`src/rtl/clct_sort_sequencer_pkg.sv`:
```
// Shared constants, FSM encoding and CLCT record type for the two-pass CLCT sorter.
package clct_sort_pkg;

    localparam int MXCFEB  = 7;
    localparam int MXPATB  = 7;
    localparam int MXKEYB  = 5;
    localparam int MXKEYBX = 8;
    localparam int MXBNDB  = 5;
    localparam int MXSORTB = MXPATB - 1;

    localparam logic [2:0] ST_IDLE  = 3'd0;
    localparam logic [2:0] ST_PASS1 = 3'd1;
    localparam logic [2:0] ST_BLANK = 3'd2;
    localparam logic [2:0] ST_PASS2 = 3'd3;
    localparam logic [2:0] ST_DONE  = 3'd4;

    typedef struct packed {
        logic               vld;
        logic [MXPATB-1:0]  pat;
        logic [MXKEYBX-1:0] key;
        logic [MXBNDB-1:0]  bend;
    } clct_t;

    // The lowest pattern bit is a left/right flag and does not rank quality.
    function automatic logic [MXSORTB-1:0] sort_key(input logic [MXPATB-1:0] pat);
        return pat[MXPATB-1:1];
    endfunction

endpackage

```
`src/rtl/clct_sort_sequencer_if.sv`:
```
// Candidate bus and result bus between pattern finders and the CLCT sequencer.
interface clct_sort_sequencer_if;
    import clct_sort_pkg::*;

    logic                       start;
    logic [MXCFEB*MXPATB-1:0]   pat;
    logic [MXCFEB*MXKEYB-1:0]   key;
    logic [MXCFEB*MXBNDB-1:0]   bend;
    logic [MXSORTB-1:0]         pat_thresh;
    logic [3:0]                 busy_hw;
    logic                       busy;
    logic                       done;
    logic                       clct0_vld;
    logic                       clct1_vld;
    logic [MXPATB-1:0]          clct0_pat;
    logic [MXPATB-1:0]          clct1_pat;
    logic [MXKEYBX-1:0]         clct0_key;
    logic [MXKEYBX-1:0]         clct1_key;
    logic [MXBNDB-1:0]          clct0_bend;
    logic [MXBNDB-1:0]          clct1_bend;

    modport master (
        output start, pat, key, bend, pat_thresh, busy_hw,
        input  busy, done, clct0_vld, clct1_vld, clct0_pat, clct1_pat,
               clct0_key, clct1_key, clct0_bend, clct1_bend
    );

    modport slave (
        input  start, pat, key, bend, pat_thresh, busy_hw,
        output busy, done, clct0_vld, clct1_vld, clct0_pat, clct1_pat,
               clct0_key, clct1_key, clct0_bend, clct1_bend
    );

endinterface

```
`src/rtl/clct_sort_sequencer_sort7.sv`:
```
// Combinational masked 7-way best-candidate picker; ties resolve to the lowest index.
module clct_sort7
    import clct_sort_pkg::*;
(
    input  logic [MXCFEB*MXSORTB-1:0] i_sort,
    input  logic [MXCFEB-1:0]         i_mask,
    output logic [2:0]                o_idx,
    output logic [MXSORTB-1:0]        o_sort,
    output logic                      o_all_masked
);

    // A candidate only displaces the running best on a strictly larger key.
    always_comb begin
        o_idx        = 3'd0;
        o_sort       = {MXSORTB{1'b0}};
        o_all_masked = 1'b1;
        for (int i = 0; i < MXCFEB; i++) begin
            if (!i_mask[i] && (o_all_masked || (i_sort[i*MXSORTB +: MXSORTB] > o_sort))) begin
                o_idx        = 3'(i);
                o_sort       = i_sort[i*MXSORTB +: MXSORTB];
                o_all_masked = 1'b0;
            end else begin
                o_idx        = o_idx;
            end
        end
    end

endmodule

```
`src/rtl/clct_sort_sequencer.sv`:
```
// Two-pass CLCT sequencer: pick clct0, blank a busy-key window around it, pick clct1.
module clct_sort_sequencer
    import clct_sort_pkg::*;
(
    input  logic                  i_clock,
    input  logic                  i_reset,
    clct_sort_sequencer_if.slave  bus
);

    logic [2:0]                 r_state;
    logic [MXCFEB*MXPATB-1:0]   r_pat;
    logic [MXCFEB*MXKEYB-1:0]   r_key;
    logic [MXCFEB*MXBNDB-1:0]   r_bend;
    logic [MXSORTB-1:0]         r_thresh;
    logic [3:0]                 r_busy_hw;
    logic [MXCFEB-1:0]          r_mask;
    clct_t                      r_clct0_shadow;
    clct_t                      r_out0;
    clct_t                      r_out1;
    logic                       r_busy;
    logic                       r_done;

    logic [MXCFEB*MXSORTB-1:0]  w_sort;
    logic [MXCFEB-1:0]          w_cmp_mask;
    logic [MXCFEB-1:0]          w_blank;
    logic [2:0]                 w_idx;
    logic [MXSORTB-1:0]         w_win_sort;
    logic                       w_all_masked;
    clct_t                      w_win;

    // Sort keys from captured patterns; the blank mask applies only during the second pass.
    always_comb begin
        w_sort = {(MXCFEB*MXSORTB){1'b0}};
        for (int i = 0; i < MXCFEB; i++) begin
            w_sort[i*MXSORTB +: MXSORTB] = sort_key(r_pat[i*MXPATB +: MXPATB]);
        end
        if (r_state == ST_PASS2) begin
            w_cmp_mask = r_mask;
        end else begin
            w_cmp_mask = {MXCFEB{1'b0}};
        end
    end

    clct_sort7 u_sort7 (
        .i_sort       (w_sort),
        .i_mask       (w_cmp_mask),
        .o_idx        (w_idx),
        .o_sort       (w_win_sort),
        .o_all_masked (w_all_masked)
    );

    // Expand the winning index into a CLCT record; all-masked yields an empty record.
    always_comb begin
        w_win.vld  = 1'b0;
        w_win.pat  = {MXPATB{1'b0}};
        w_win.key  = {MXKEYBX{1'b0}};
        w_win.bend = {MXBNDB{1'b0}};
        if (!w_all_masked) begin
            w_win.vld  = (w_win_sort != {MXSORTB{1'b0}}) && (w_win_sort >= r_thresh);
            w_win.pat  = r_pat[w_idx*MXPATB +: MXPATB];
            w_win.key  = {w_idx, r_key[w_idx*MXKEYB +: MXKEYB]};
            w_win.bend = r_bend[w_idx*MXBNDB +: MXBNDB];
        end else begin
            w_win.vld  = 1'b0;
        end
    end

    // Busy-key window in global half-strip space, so it spans CFEB boundaries without wrapping.
    always_comb begin : blank_calc
        logic [MXKEYBX-1:0]        v_gkey;
        logic signed [MXKEYBX:0]   v_diff;
        logic [MXKEYBX:0]          v_dist;
        w_blank = {MXCFEB{1'b0}};
        v_gkey  = {MXKEYBX{1'b0}};
        v_diff  = 9'sd0;
        v_dist  = 9'd0;
        for (int i = 0; i < MXCFEB; i++) begin
            v_gkey = {3'(i), r_key[i*MXKEYB +: MXKEYB]};
            v_diff = $signed({1'b0, v_gkey}) - $signed({1'b0, r_clct0_shadow.key});
            if (v_diff < 9'sd0) begin
                v_dist = $unsigned(-v_diff);
            end else begin
                v_dist = $unsigned(v_diff);
            end
            w_blank[i] = (3'(i) == r_clct0_shadow.key[MXKEYBX-1:MXKEYB]) ||
                         (v_dist <= {5'd0, r_busy_hw});
        end
        if (!r_clct0_shadow.vld) begin
            w_blank = {MXCFEB{1'b1}};
        end else begin
            w_blank = w_blank;
        end
    end

    // Sequencer FSM with input capture, shadow, mask and output registers.
    always_ff @(posedge i_clock) begin
        if (i_reset) begin
            r_state        <= ST_IDLE;
            r_pat          <= {(MXCFEB*MXPATB){1'b0}};
            r_key          <= {(MXCFEB*MXKEYB){1'b0}};
            r_bend         <= {(MXCFEB*MXBNDB){1'b0}};
            r_thresh       <= {MXSORTB{1'b0}};
            r_busy_hw      <= 4'd0;
            r_mask         <= {MXCFEB{1'b0}};
            r_clct0_shadow <= {$bits(clct_t){1'b0}};
            r_out0         <= {$bits(clct_t){1'b0}};
            r_out1         <= {$bits(clct_t){1'b0}};
            r_busy         <= 1'b0;
            r_done         <= 1'b0;
        end else begin
            r_done <= 1'b0;
            case (r_state)
                ST_IDLE: begin
                    if (bus.start) begin
                        r_pat     <= bus.pat;
                        r_key     <= bus.key;
                        r_bend    <= bus.bend;
                        r_thresh  <= bus.pat_thresh;
                        r_busy_hw <= bus.busy_hw;
                        r_busy    <= 1'b1;
                        r_state   <= ST_PASS1;
                    end else begin
                        r_state   <= ST_IDLE;
                    end
                end
                ST_PASS1: begin
                    r_clct0_shadow <= w_win;
                    r_state        <= ST_BLANK;
                end
                ST_BLANK: begin
                    r_mask  <= w_blank;
                    r_state <= ST_PASS2;
                end
                ST_PASS2: begin
                    r_out0  <= r_clct0_shadow;
                    r_out1  <= w_win;
                    r_done  <= 1'b1;
                    r_state <= ST_DONE;
                end
                ST_DONE: begin
                    r_busy  <= 1'b0;
                    r_state <= ST_IDLE;
                end
                default: begin
                    r_busy  <= 1'b0;
                    r_state <= ST_IDLE;
                end
            endcase
        end
    end

    assign bus.busy       = r_busy;
    assign bus.done       = r_done;
    assign bus.clct0_vld  = r_out0.vld;
    assign bus.clct0_pat  = r_out0.pat;
    assign bus.clct0_key  = r_out0.key;
    assign bus.clct0_bend = r_out0.bend;
    assign bus.clct1_vld  = r_out1.vld;
    assign bus.clct1_pat  = r_out1.pat;
    assign bus.clct1_key  = r_out1.key;
    assign bus.clct1_bend = r_out1.bend;

endmodule
```
`src/flat_wrapper.sv`:
```
// flat-port wrapper written by rule: the top's interface ports become plain ports
module clct_sort_sequencer_flat import clct_sort_pkg::*;
  (i_clock, i_reset, bus_start, bus_pat, bus_key, bus_bend, bus_pat_thresh, bus_busy_hw, bus_busy, bus_done, bus_clct0_vld, bus_clct1_vld, bus_clct0_pat, bus_clct1_pat, bus_clct0_key, bus_clct1_key, bus_clct0_bend, bus_clct1_bend);
  clct_sort_sequencer_if bus_i ();
  input  logic i_clock;
  input  logic i_reset;
  input wire logic [$bits(bus_i.start)-1:0] bus_start;
  input wire logic [$bits(bus_i.pat)-1:0] bus_pat;
  input wire logic [$bits(bus_i.key)-1:0] bus_key;
  input wire logic [$bits(bus_i.bend)-1:0] bus_bend;
  input wire logic [$bits(bus_i.pat_thresh)-1:0] bus_pat_thresh;
  input wire logic [$bits(bus_i.busy_hw)-1:0] bus_busy_hw;
  output wire logic [$bits(bus_i.busy)-1:0] bus_busy;
  output wire logic [$bits(bus_i.done)-1:0] bus_done;
  output wire logic [$bits(bus_i.clct0_vld)-1:0] bus_clct0_vld;
  output wire logic [$bits(bus_i.clct1_vld)-1:0] bus_clct1_vld;
  output wire logic [$bits(bus_i.clct0_pat)-1:0] bus_clct0_pat;
  output wire logic [$bits(bus_i.clct1_pat)-1:0] bus_clct1_pat;
  output wire logic [$bits(bus_i.clct0_key)-1:0] bus_clct0_key;
  output wire logic [$bits(bus_i.clct1_key)-1:0] bus_clct1_key;
  output wire logic [$bits(bus_i.clct0_bend)-1:0] bus_clct0_bend;
  output wire logic [$bits(bus_i.clct1_bend)-1:0] bus_clct1_bend;
  assign bus_i.start = bus_start;
  assign bus_i.pat = bus_pat;
  assign bus_i.key = bus_key;
  assign bus_i.bend = bus_bend;
  assign bus_i.pat_thresh = bus_pat_thresh;
  assign bus_i.busy_hw = bus_busy_hw;
  assign bus_busy = bus_i.busy;
  assign bus_done = bus_i.done;
  assign bus_clct0_vld = bus_i.clct0_vld;
  assign bus_clct1_vld = bus_i.clct1_vld;
  assign bus_clct0_pat = bus_i.clct0_pat;
  assign bus_clct1_pat = bus_i.clct1_pat;
  assign bus_clct0_key = bus_i.clct0_key;
  assign bus_clct1_key = bus_i.clct1_key;
  assign bus_clct0_bend = bus_i.clct0_bend;
  assign bus_clct1_bend = bus_i.clct1_bend;
  clct_sort_sequencer u_core (.i_clock(i_clock), .i_reset(i_reset), .bus(bus_i));
endmodule
```
`config.mk`:
```
export PLATFORM = sky130hd
export DESIGN_NAME = clct_sort_sequencer_flat
export DESIGN_NICKNAME = d
export VERILOG_FILES = /design/src/rtl/clct_sort_sequencer_pkg.sv /design/src/rtl/clct_sort_sequencer_if.sv /design/src/rtl/clct_sort_sequencer_sort7.sv /design/src/rtl/clct_sort_sequencer.sv /design/src/flat_wrapper.sv
export SDC_FILE = /design/constraint.sdc
export NUM_CORES = 1
export LEC_CHECK = 0
export ABC_AREA = 1
export CAP_MARGIN = 20
export CORE_MARGIN = 4
export CORE_UTILIZATION = 48
export DETAILED_ROUTE_END_ITERATION = 8
export PLACE_DENSITY = 0.74
export SLEW_MARGIN = 20
export SYNTH_ARGS = -nofsm -noshare
export SYNTH_HDL_FRONTEND = slang
export SYNTH_SLANG_ARGS = --single-unit
```
`constraint.sdc`:
```
create_clock -name i_clock -period 8.43 [get_ports i_clock]
set_clock_uncertainty 0.15 [all_clocks]
set_input_delay 0.843 -clock i_clock [delete_from_list [all_inputs] [get_ports i_clock]]
set_output_delay 0.843 -clock i_clock [all_outputs]
set_load 0.05 [all_outputs]
```
==> results of run 1 <==
==> metrics by stage <==
step           instance area (µm²)  setup slack, ns  hold WS (ns)  cells  util (%)
3_5_place_dp                 15100           -0.671         0.287   2273      59.7
6_report                     17400           -0.598         0.296   2371      68.6
3_3_place_gp                 15100           -0.274         0.280   2273      59.7
4_1_cts                      16400           -0.341         0.296   2345      64.9
2_1_floorplan                12600         0.000938         0.256   1751         -
5_1_grt                      17400            -1.20         0.311   2371      68.6
==> how the worst max path moves through the flow <==
stage,startpoint,end
2_1_floorplan,u_core.r_state[2]$_SDFF_PP0_,u_core.bus.clct1_vld$_SDFFE_PP0N_
3_3_place_gp,u_core.r_state[2]$_SDFF_PP0_,u_core.r_clct0_shadow[20]$_SDFFE_PP0P_
3_5_place_dp,u_core.r_state[2]$_SDFF_PP0_,u_core.r_clct0_shadow[20]$_SDFFE_PP0P_
4_1_cts,u_core.r_state[2]$_SDFF_PP0_,u_core.r_clct0_shadow[20]$_SDFFE_PP0P_
5_1_grt,u_core.r_state[2]$_SDFF_PP0_,u_core.r_clct0_shadow[20]$_SDFFE_PP0P_
6_report,u_core.r_state[2]$_SDFF_PP0_,u_core.r_clct0_shadow[20]$_SDFFE_PP0P_
==> area by class of cell <==
type | instances | area share, %
Multi-Input combinational cell | 1199 | 46.4
Tap cell | 330 | 2.38
Clock buffer | 31 | 3.78
Sequential cell | 204 | 23.5
Inverter | 270 | 6.03
Timing Repair Buffer | 329 | 17.1
Clock inverter | 8 | 0.713
==> repair_timing <==
item,4_1_cts,5_1_grt
cloned,0,2
setup endpoints to repair,26,42
buffers inserted,33,25
resized for setup,61,165
pin swaps,40,61
==> state kept, by name, summed over array words and instances, names as in the netlist, 8 cells and up <==
name                   flops
u_core.r_pat              49
u_core.bus.clct1_key       8
u_core.r_bend             35
u_core.r_clct0_shadow     21
u_core.r_key              35
u_core.bus.clct0_key       8
==> kinds of logic after synthesis <==
family          count (synthesis)  synth area share [%]
compound gates                554                  23.9
xor+xnor                       40                  2.82
fa+ha+maj                     119                  12.4
buf+inv                       349                  10.9
flops                         204                  32.8
simple gates                  485                  17.1
==> metal layers <==
metal  vias to the layer above  GRT usage, %  part of all wire, %
met5                         -             0                    0
met4                         0          7.66                  3.3
met3                        88          4.83                  5.7
met2                       342          42.6                   47
met1                      5860          32.9                   44
li1                       6380             -                    -
==> worst max-delay path: cells and delay by family, from the launching register on <==
kind            cells  cell delay (ns)
buf+inv             9             0.61
compound gates     17             2.08
fa+ha+maj           7             1.66
flops               1             0.32
simple gates       43             4.05
==> cell usage in the layout, fill, tap and decap left out, types with 7 or more instances in the layout <==
cell type / count
inv_1: 244
o21ai_0: 239
a21oi_1: 227
dfxtp_1: 201
nand2_1: 187
clkdlybuf4s50_1: 175
buf_4: 143
nor2_1: 89
ha_1: 85
nand3_1: 66
nand2_4: 36
nand2_2: 32
xor2_1: 30
ha_4: 27
o211ai_1: 25
clkbuf_16: 25
nand3_2: 21
inv_2: 19
o21ai_1: 19
nand3_4: 11
nand4_1: 10
xnor2_1: 10
nor2_4: 7
fa_1: 7
buf_6: 7
==> flow_metrics.env, run 1 <==
export IMPL_r2r_slack_ns=-0.60
export IMPL_r2r_cells=76
export IMPL_worstSetupEndpointType="flop"
export IMPL_cp_start_kind="flop"
export IMPL_hold_violations=0
export IMPL_synth_enable_flop_cells=0
export IMPL_slew_headroom_pct=31.5
export IMPL_coreArea_mm2=0.0253
export IMPL_drt_pass1_iterations=5
export IMPL_num_fill_cells=2055
export IMPL_dieHeight_um=169
export IMPL_ys_top_cells_by_count="o21ai_0, inv_1, nand2_1, a21oi_1, dfxtp_1"
export IMPL_cp_max_fo=8
export IMPL_start_util_pct=49.1
export IMPL_holdPathEnd="u_core.r_bend[1]$_SDFFE_PP0P_"
export IMPL_grt_start_max_net_pins=130
export IMPL_cts_root_buf="clkbuf_16"
export IMPL_ys_ff_latch=204
export IMPL_fmax_ghz=0.111
export IMPL_worstMarginPinSlew_ns=1.03
export IMPL_worst_path_max_delay_cell="dfxtp_2"
export IMPL_yosysSeqAreaShare_pct=32.8
export IMPL_dp_hpwl_um=26500
export IMPL_antenna_found_initial=0
export IMPL_yosys_top_cells_area="dfxtp_1, ha_1, o21ai_0, a21oi_1, inv_1"
export IMPL_hold_path_class="flop to flop"
export IMPL_multiInputGateArea_mm2=0.00807
export IMPL_cts_tree="built"
export IMPL_layout_min_cycle_time_ns=9.03
export IMPL_synth_top_area_share_pct=32.8
export IMPL_synth_ff_type="dfxtp_1"
export IMPL_min_from="u_core.r_bend[1]$_SDFFE_PP0P_"
export IMPL_yosysTopAreaCell="dfxtp_1"
export IMPL_yosysWarnings=0
export IMPL_ys_types=52
export IMPL_drv_slew=0
export IMPL_whs_path_depth=2
export IMPL_vias=12670
export IMPL_drt_iter0_markers=765
export IMPL_crit_top_cell="nand2_4"
export IMPL_syn2layout_area_growth_pct=39.8
export IMPL_antenna_left=0
export IMPL_gp_congestion=0.900
export IMPL_htree_levels=1
export IMPL_required_ns=8.68
export IMPL_register_area_mm2=0.00409
export IMPL_nets=2279
export IMPL_synth_most_common_cell="o21ai_0"
export IMPL_regToRegEndpoint="u_core.r_clct0_shadow[20]$_SDFFE_PP0P_"
export IMPL_setup_violations=28
export IMPL_syn_nets=2002
export IMPL_clkTransAtPathRegs_ns=0.06
export IMPL_path_class="flop to flop"
export IMPL_rsz0062_at_grt="yes"
export IMPL_cp_arrival_ns=9.28
export IMPL_ios=176
export IMPL_syn_area_mm2=0.0124
export IMPL_gr_usage_all_layers_pct=25.3
export IMPL_r2r_start="u_core.r_state[2]$_SDFF_PP0_"
export IMPL_setup_tns_ns=-5.48
export IMPL_grt_overflow=0
export IMPL_max_stage_delay_ns=0.32
export IMPL_wl_per_cell_um=16.5
export IMPL_via_per_inst=5.34
export IMPL_drive_above_1_share_pct=18.8
export IMPL_wl_um=39100
export IMPL_dieArea_mm2=0.0285
export IMPL_rows=58
export IMPL_fin_ws_ns=-0.598
export IMPL_clock_path_buffers=3
export IMPL_clk_latency_ns=0.54
export IMPL_final_period_utilization_pct=107
export IMPL_grt_pass1_wl_um=59900
export IMPL_maxCapViolCount=0
export IMPL_syn_inst=1751
export IMPL_avgSynthCellArea_um2=7.10
export IMPL_ctsHoldBuffers=0
export IMPL_ys_async_sr_fraction_pct=0
export IMPL_die_w_um=169
export IMPL_num_antenna_cells=0
export IMPL_status="complete, but fails checks"
export IMPL_failed_checks="negative setup slack"
export IMPL_port_buffers=175
export IMPL_grt_pass1_vias=12215
export IMPL_cts_sinks=204
export IMPL_numCtsBuffers=24
export IMPL_drc=0
Power of run 1 is not shown: default switching activity piles up to over one toggle a cycle in this logic, so the estimate is an artifact.
==> inputs of run 2 (changes only) <==
--- a/config.mk
+++ b/config.mk
@@ -10,6 +10,7 @@
 export CORE_MARGIN = 4
 export CORE_UTILIZATION = 48
 export DETAILED_ROUTE_END_ITERATION = 8
+export HOLD_SLACK_MARGIN = 0.1
 export PLACE_DENSITY = 0.74
 export SLEW_MARGIN = 20
 export SYNTH_ARGS = -nofsm -noshare
==> constraint.sdc (replaced) <==
create_clock -name i_clock -period 7.23 [get_ports i_clock]
set_clock_uncertainty 0.15 [all_clocks]
set_input_delay 0.723 -clock i_clock [delete_from_list [all_inputs] [get_ports i_clock]]
set_output_delay 0.723 -clock i_clock [all_outputs]
set_load 0.05 [all_outputs]
==> run 2 against run 1 <==
The run still ends with negative setup slack left. Flip-flop and latch count unchanged. Worst hold slack improved by 0.0010 ns. Sequential share of layout area increased by 0.22 points. Die area unchanged. Highest routed layer unchanged.
==> flow_metrics.env, run 2 (synthesis results as in run 1) <==
export IMPL_wl_per_cell_um=16.5
export IMPL_vias=12727
export IMPL_stdcell_count=2369
export IMPL_syn2layout_area_growth_pct=38.5
export IMPL_regMostFlops="u_core.r_pat"
export IMPL_path_class="flop to flop"
export IMPL_dp_hpwl_um=27000
export IMPL_gr_usage_all_layers_pct=25.5
export IMPL_largest_registers="u_core.r_pat x49, u_core.r_bend x35, u_core.r_key x35"
export IMPL_cts_root_buf="clkbuf_16"
export IMPL_grt_overflow=0
export IMPL_grt_pass1_wl_um=60600
export IMPL_hold_violations=0
export IMPL_worst_path_max_delay_cell="dfxtp_2"
export IMPL_wl_um=39100
export IMPL_cp_start_kind="flop"
export IMPL_coreArea_mm2=0.0253
export IMPL_start_util_pct=49.1
export IMPL_failed_checks="negative setup slack"
export IMPL_max_stage_delay_ns=0.33
export IMPL_min_from="u_core.r_bend[30]$_SDFFE_PP0P_"
export IMPL_status="complete, but fails checks"
export IMPL_drt_pass1_iterations=6
export IMPL_cts_tree="built"
export IMPL_cts_sinks=204
export IMPL_port_buffers=175
export IMPL_crit_start="u_core.r_state[2]$_SDFF_PP0_"
export IMPL_rsz0062_at_grt="yes"
export IMPL_maxCapViolCount=0
export IMPL_drv_slew=0
export IMPL_rows=58
export IMPL_htree_levels=1
export IMPL_setup_violations=42
export IMPL_fin_ws_ns=-1.95
export IMPL_drc=0
export IMPL_ctsHoldBuffers=0
export IMPL_layout_min_cycle_time_ns=9.18
export IMPL_dieArea_mm2=0.0285
export IMPL_hold_path_class="flop to flop"
export IMPL_slew_headroom_pct=33.7
export IMPL_die_w_um=169
export IMPL_antenna_left=0
export IMPL_r2r_start="u_core.r_state[2]$_SDFF_PP0_"
export IMPL_cp_arrival_ns=9.41
export IMPL_largest_reg_flops=49
export IMPL_cp_max_fo=8
export IMPL_final_cell_mix="inv_1, o21ai_0, a21oi_1"
export IMPL_worstMarginPinSlew_ns=0.994
export IMPL_gp_congestion=0.928
export IMPL_dp_cells=2291
export IMPL_required_ns=7.45
export IMPL_drt_iter0_markers=888
export IMPL_r2r_slack_ns=-1.95
export IMPL_final_period_utilization_pct=127
export IMPL_ios=176
export IMPL_worstSetupEndpointType="flop"
export IMPL_via_per_inst=5.37
export IMPL_num_antenna_cells=0
export IMPL_fmax_ghz=0.109
export IMPL_antenna_found_initial=0
export IMPL_clkTransAtPathRegs_ns=0.06
export IMPL_grt_start_max_net_pins=114
export IMPL_nets=2277
export IMPL_dieHeight_um=169
export IMPL_drive_above_1_share_pct=18.6
export IMPL_crit_top_cell="nand2_4"
export IMPL_grt_pass1_vias=12292
export IMPL_num_fill_cells=2075
export IMPL_clock_path_buffers=3
export IMPL_clk_latency_ns=0.53
export IMPL_whs_ns=0.297
export IMPL_numCtsBuffers=23
export IMPL_layout_commonest_cell="inv_1"
==> run 2: area by class of cell <==
class / instances / area (µm²) / area share, %
multi-input cells: 1198 / 7920 / 46.0
flip-flops and latches: 204 / 4090 / 23.7
repair buffers: 329 / 3040 / 17.7
inverters: 270 / 1040 / 6.06
clock buffers: 31 / 646 / 3.75
well taps: 330 / 413 / 2.40
clock inverters: 7 / 60.1 / 0.349
==> run 2: through the flow <==
| stage | setup slack [ns] | util (%) | TNS, ns | area [µm²] |
|---|---|---|---|---|
| 6_report | -1.95 | 68.0 | -50.96 | 17200 |
| 5_1_grt | -2.50 | 68.0 | -74.77 | 17200 |
| 4_1_cts | -1.66 | 65.1 | -40.36 | 16500 |
| 3_5_place_dp | -1.83 | 60.5 | -45.20 | 15300 |
| 3_3_place_gp | -1.39 | 60.5 | -31.22 | 15300 |
| 2_1_floorplan | -1.15 | - | -11.71 | 12600 |
==> run 2: path summary, 6_finish.rpt <==
check	endpoint	cells after the start
hold reg to reg	u_core.r_bend[30]$_SDFFE_PP0P_	2
setup reg to reg	u_core.r_clct0_shadow[20]$_SDFFE_PP0P_	79
setup / recovery	u_core.r_clct0_shadow[20]$_SDFFE_PP0P_	79
hold / removal	u_core.r_bend[30]$_SDFFE_PP0P_	2
==> run 2: per-layer routing <==
| metal | routed length (µm) | GRT usage (%) | vias up |
|---|---|---|---|
| met5 | 0 | 0 | - |
| met4 | 1060 | 6.95 | 0 |
| met3 | 2240 | 4.34 | 66 |
| met2 | 18700 | 43.2 | 340 |
| met1 | 17100 | 33.5 | 5948 |
| li1 | - | - | 6373 |
==> run 2: what timing repair did <==
| item | 4_1_cts | 5_1_grt |
|---|---|---|
| gates cloned | 1 | 0 |
| setup buffers | 21 | 17 |
| resized for setup | 52 | 131 |
| setup endpoints to repair | 42 | 42 |
| pin swaps | 33 | 80 |
==> run 2: critical path: cells and delay by family, from the launching register on <==
family	cells	cell delay, ns
AND/OR/NAND/NOR	45	3.86
AO/OA/AOI/OAI	16	2.06
adder cells (fa/ha/maj)	7	1.83
buffers and inverters	11	0.74
flip-flops	1	0.33
Power of run 2 is left out for the same reason.
==> inputs of run 3 (changes only) <==
--- a/config.mk
+++ b/config.mk
@@ -10,6 +10,7 @@
 export CORE_MARGIN = 4
 export CORE_UTILIZATION = 48
 export DETAILED_ROUTE_END_ITERATION = 8
+export GPL_ROUTABILITY_DRIVEN = 0
 export HOLD_SLACK_MARGIN = 0.1
 export PLACE_DENSITY = 0.74
 export SLEW_MARGIN = 20
==> run 3 against run 2 <==
The flow still finishes with violations (negative setup slack). Non-clock buffer count increased by 18. Worst hold slack got worse by 0.0017 ns. Die area stayed put. Largest cell class unchanged.
==> flow_metrics.env, run 3 (synthesis results as in run 1) <==
export IMPL_status="complete, but fails checks"
export IMPL_failed_checks="negative setup slack"
export IMPL_crit_top_cell="nand2_4"
export IMPL_max_stage_delay_ns=0.33
export IMPL_grt_pass1_vias=12631
export IMPL_gr_usage_all_layers_pct=25.7
export IMPL_layout_commonest_cell="inv_1"
export IMPL_via_per_inst=5.45
export IMPL_cts_tree="built"
export IMPL_syn2layout_area_growth_pct=41.4
export IMPL_setup_violations=42
export IMPL_fmax_ghz=0.106
export IMPL_num_antenna_cells=0
export IMPL_cp_arrival_ns=9.66
export IMPL_antenna_found_initial=0
export IMPL_path_class="flop to flop"
export IMPL_drt_pass1_iterations=5
export IMPL_hold_path_class="flop to flop"
export IMPL_register_area_mm2=0.00409
export IMPL_r2r_slack_ns=-2.19
export IMPL_wl_per_cell_um=17.0
export IMPL_maxCapViolCount=0
export IMPL_port_buffers=175
export IMPL_drv_slew=0
export IMPL_clk_latency_ns=0.53
export IMPL_cts_sinks=204
export IMPL_dp_hpwl_um=26400
export IMPL_cts_root_buf="clkbuf_16"
export IMPL_regMostFlops="u_core.r_pat"
export IMPL_endpoint="u_core.r_clct0_shadow[20]$_SDFFE_PP0P_"
export IMPL_hold_violations=0
export IMPL_htree_levels=1
export IMPL_placed_area_mm2=0.0153
export IMPL_required_ns=7.47
export IMPL_clock_path_buffers=3
export IMPL_nets=2295
export IMPL_dieHeight_um=169
export IMPL_ios=176
export IMPL_grt_overflow=0
export IMPL_drive_above_1_share_pct=20.8
export IMPL_regToRegEndpoint="u_core.r_clct0_shadow[20]$_SDFFE_PP0P_"
export IMPL_ctsHoldBuffers=0
export IMPL_r2r_start="u_core.r_state[2]$_SDFF_PP0_"
export IMPL_die_w_um=169
export IMPL_coreArea_mm2=0.0253
export IMPL_drt_iter0_markers=1048
export IMPL_grt_pass1_wl_um=61200
export IMPL_fin_ws_ns=-2.19
export IMPL_cp_max_fo=8
export IMPL_multiInputGateArea_mm2=0.00808
export IMPL_antenna_left=0
export IMPL_worstSetupEndpointType="flop"
export IMPL_cp_start_kind="flop"
export IMPL_design_area_mm2=0.0176
export IMPL_rows=58
export IMPL_largest_reg_flops=49
export IMPL_numCtsBuffers=23
export IMPL_num_fill_cells=1926
export IMPL_r2r_cells=75
export IMPL_layout_min_cycle_time_ns=9.42
export IMPL_crit_start="u_core.r_state[2]$_SDFF_PP0_"
export IMPL_final_cell_mix="inv_1, o21ai_0, a21oi_1"
export IMPL_start_util_pct=49.1
export IMPL_slew_headroom_pct=32.3
export IMPL_clkTransAtPathRegs_ns=0.06
export IMPL_largest_registers="u_core.r_pat x49, u_core.r_bend x35, u_core.r_key x35"
export IMPL_wl_um=40500
export IMPL_dieArea_mm2=0.0285
export IMPL_final_period_utilization_pct=130
export IMPL_min_from="u_core.r_bend[33]$_SDFFE_PP0P_"
export IMPL_worstMarginPinSlew_ns=1.01
export IMPL_rsz0062_at_grt="yes"
export IMPL_drc=0
export IMPL_grt_start_max_net_pins=117
export IMPL_worst_path_max_delay_cell="dfxtp_2"
export IMPL_vias=13008
==> run 3: changes by cell type in the layout (fill, tap and decap cells not counted), sizes merged <==
| cell | before | now |
|---|---|---|
| clkbuf | 31 | 30 |
| bufinv | 0 | 1 |
| buf | 153 | 172 |
| clkinv | 6 | 5 |
| inv | 271 | 270 |
| bufbuf | 1 | 0 |
| clkinvlp | 0 | 2 |
==> run 3: metrics by stage <==
step	setup slack [ns]	utilization [%]	hold WS, ns	setup TNS [ns]	std cells
6_report	-2.19	69.4	0.296	-71.07	2387
5_1_grt	-2.68	69.4	0.318	-90.20	2387
4_1_cts	-1.57	66.6	0.295	-46.72	2375
3_5_place_dp	-1.75	60.5	0.286	-43.44	2289
3_3_place_gp	-1.29	60.5	0.281	-26.10	2289
2_1_floorplan	-1.15	-	0.268	-11.71	1751
==> run 3: layout make-up <==
type	instances	share of cell area [%]
timing repair buffer	347	18.4
multi-input combinational	1198	46.0
clock buffer	30	3.48
sequential	204	23.3
clock inverter	8	0.520
inverter	270	5.96
tap	330	2.35
==> run 3: how the worst min path moves through the flow <==
stage	end	slack, ns	depth (start not counted)
6_report	u_core.r_bend[33]$_SDFFE_PP0P_	0.30	2
5_1_grt	u_core.r_bend[8]$_SDFFE_PP0P_	0.32	2
4_1_cts	u_core.r_bend[21]$_SDFFE_PP0P_	0.30	2
3_5_place_dp	u_core.r_bend[21]$_SDFFE_PP0P_	0.29	2
3_3_place_gp	u_core.r_bend[20]$_SDFFE_PP0P_	0.28	2
2_1_floorplan	u_core.bus.busy$_SDFFE_PP0P_	0.27	1
==> run 3: critical path, delay by kind of cell, from the launching register on <==
family / cells / cell delay (ns)
buffers and inverters: 7 / 0.43
AO/OA/AOI/OAI: 15 / 2.09
AND/OR/NAND/NOR: 46 / 4.40
flip-flops: 1 / 0.33
adder cells (fa/ha/maj): 7 / 1.84
==> run 3: what timing repair did <==
action                                  in CTS  in global routing
pin swaps                                   68                 85
resized for setup                          115                126
endpoints found under the setup margin      42                 42
buffers inserted                            47                 11
cloned                                       2                  0
==> run 3: metal layers <==
| layer | wire, µm | vias up | share of wire, % | GRT usage, % |
|---|---|---|---|---|
| met5 | 0 | - | 0 | 0 |
| li1 | - | 6410 | - | - |
| met3 | 2930 | 124 | 7.2 | 5.86 |
| met1 | 16700 | 6027 | 41 | 32.5 |
| met2 | 19300 | 447 | 47 | 43.2 |
| met4 | 1670 | 0 | 4.1 | 9.07 |
Power of run 3 is left out for the same reason.
==> variant (config.mk and constraints of run 2) <==
Set the package constant `MXBNDB` to 6 (it was 5).
--- a/src/rtl/clct_sort_sequencer_pkg.sv
+++ b/src/rtl/clct_sort_sequencer_pkg.sv
@@ -5,7 +5,7 @@
     localparam int MXPATB  = 7;
     localparam int MXKEYB  = 5;
     localparam int MXKEYBX = 8;
-    localparam int MXBNDB  = 5;
+    localparam int MXBNDB  = 6;
     localparam int MXSORTB = MXPATB - 1;
 
     localparam logic [2:0] ST_IDLE  = 3'd0;
Interface: changed (resized bus_bend, bus_clct0_bend and bus_clct1_bend); port bits go from 176 to 185. No check against the original RTL was run, so the function may have changed too.
==> variant against run 2 <==
The run still ends with negative setup slack left. Worst setup slack worse by 0.036 ns. Wire length increased by 4.8%. Via count increased by 4.0%. First-iteration DRC count up 6.1%. Critical path depth is 2 higher. Cell area grew 1.7%. Sequential cell count rose by 10. Synthesized area grew 2.1%.
Power is not shown: default switching activity piles up to over one toggle a cycle in this logic, so the estimate is an artifact.
==> variant: results (changes against run 2) <==
Outcome -> finished with violations
Failing checks -> negative setup slack
IO buf count -> 184 (+5.1%)
WL per Instance -> 16.93 um (+2.7%)
Num CTS Buffers -> 24 (+4.3%)
FILL cells -> 2146 (+3.4%)
Routed vias -> 13.23k (+4.0%)
Synth Area in XOR/XNOR -> 2.758% (-0.059 points)
Post-Synth Adder-Cell Area -> 12.14% (-0.26 points)
Met3 routed WL -> 1.959 mm (-13%)
Biggest regs -> u_core.r_pat x49, u_core.r_bend x42, u_core.r_key x35
Avg Inst Size Synth -> 7.037 sq um (-0.91%)
Dpl ws -> -1.942 ns (-0.1142 ns)
GRT Overall Usage -> 26.16% (+0.70 points)
Setup Viol. Count Final -> 44 (+4.8%)
TNS Setup -> -57.21 ns (-6.250 ns)
Max_slew headroom -> 38.80% (+5.1 points)
Share of cells above drive strength 1 -> 17.53% (-1.1 points)
M2 GR Usage -> 47.47% (+4.3 points)
Fin nets -> 2326 (+2.2%)
M1 wire length -> 16.85 mm (-1.3%)
Initial antenna violation count -> 1 (+1)
Yosys cell types -> 45 (-13%)
WL final -> 40.95 mm (+4.8%)
GPL Wtd Cong -> 0.9232 (-0.51%)
Syn nets -> 2063 (+3.0%)
Sequential-to-total area share from yosys stat -> 33.73% (+0.89 points)
First-pass GRT wire length -> 62.65 mm (+3.4%)
Hold WS -> 0.2908 ns (-0.006657 ns)
Worst path arrival time -> 9.46 ns (+0.05 ns)
Met3 Use GR -> 3.535% (-0.81 points)
Setup WS post-layout -> -1.987 ns (-0.03612 ns)
Post-synth top cells -> 276 x o21ai_0, 264 x a21oi_1, 257 x inv_1
[variant: changes by cell type after synthesis, sizes merged, moves of 6 or more]
cell	before	now
o211ai	25	15
a21oi	229	264
nand3	98	89
dfxtp	204	214
nor2	102	95
nand2	260	266
o21ai	264	299
clkbuf	67	74
[variant: area by class of cell]
| type | count | area, sq um | area share, % |
|---|---|---|---|
| flip-flops and latches | 214 | 4288 | 24.48 |
| diodes | 1 | 2.502 | 0.01429 |
| well taps | 335 | 419.2 | 2.393 |
| repair buffers | 324 | 2967 | 16.94 |
| inverters | 266 | 1035 | 5.907 |
| multi-input cells | 1238 | 8015 | 45.76 |
| clock inverters | 9 | 123.9 | 0.7071 |
| clock buffers | 31 | 666.9 | 3.807 |
[variant: timing repair]
action | CTS | global route
resized for setup | 81 | 96
buffers inserted | 25 | 7
setup endpoints to repair | 44 | 44
pin swaps | 74 | 33
cloned | 1 | 0
[variant: tightest hold or removal path, stage by stage (launching register included)]
cell	delay (ns)
dfxtp_1	0.30
inv_1	0.04
a21oi_1	0.05
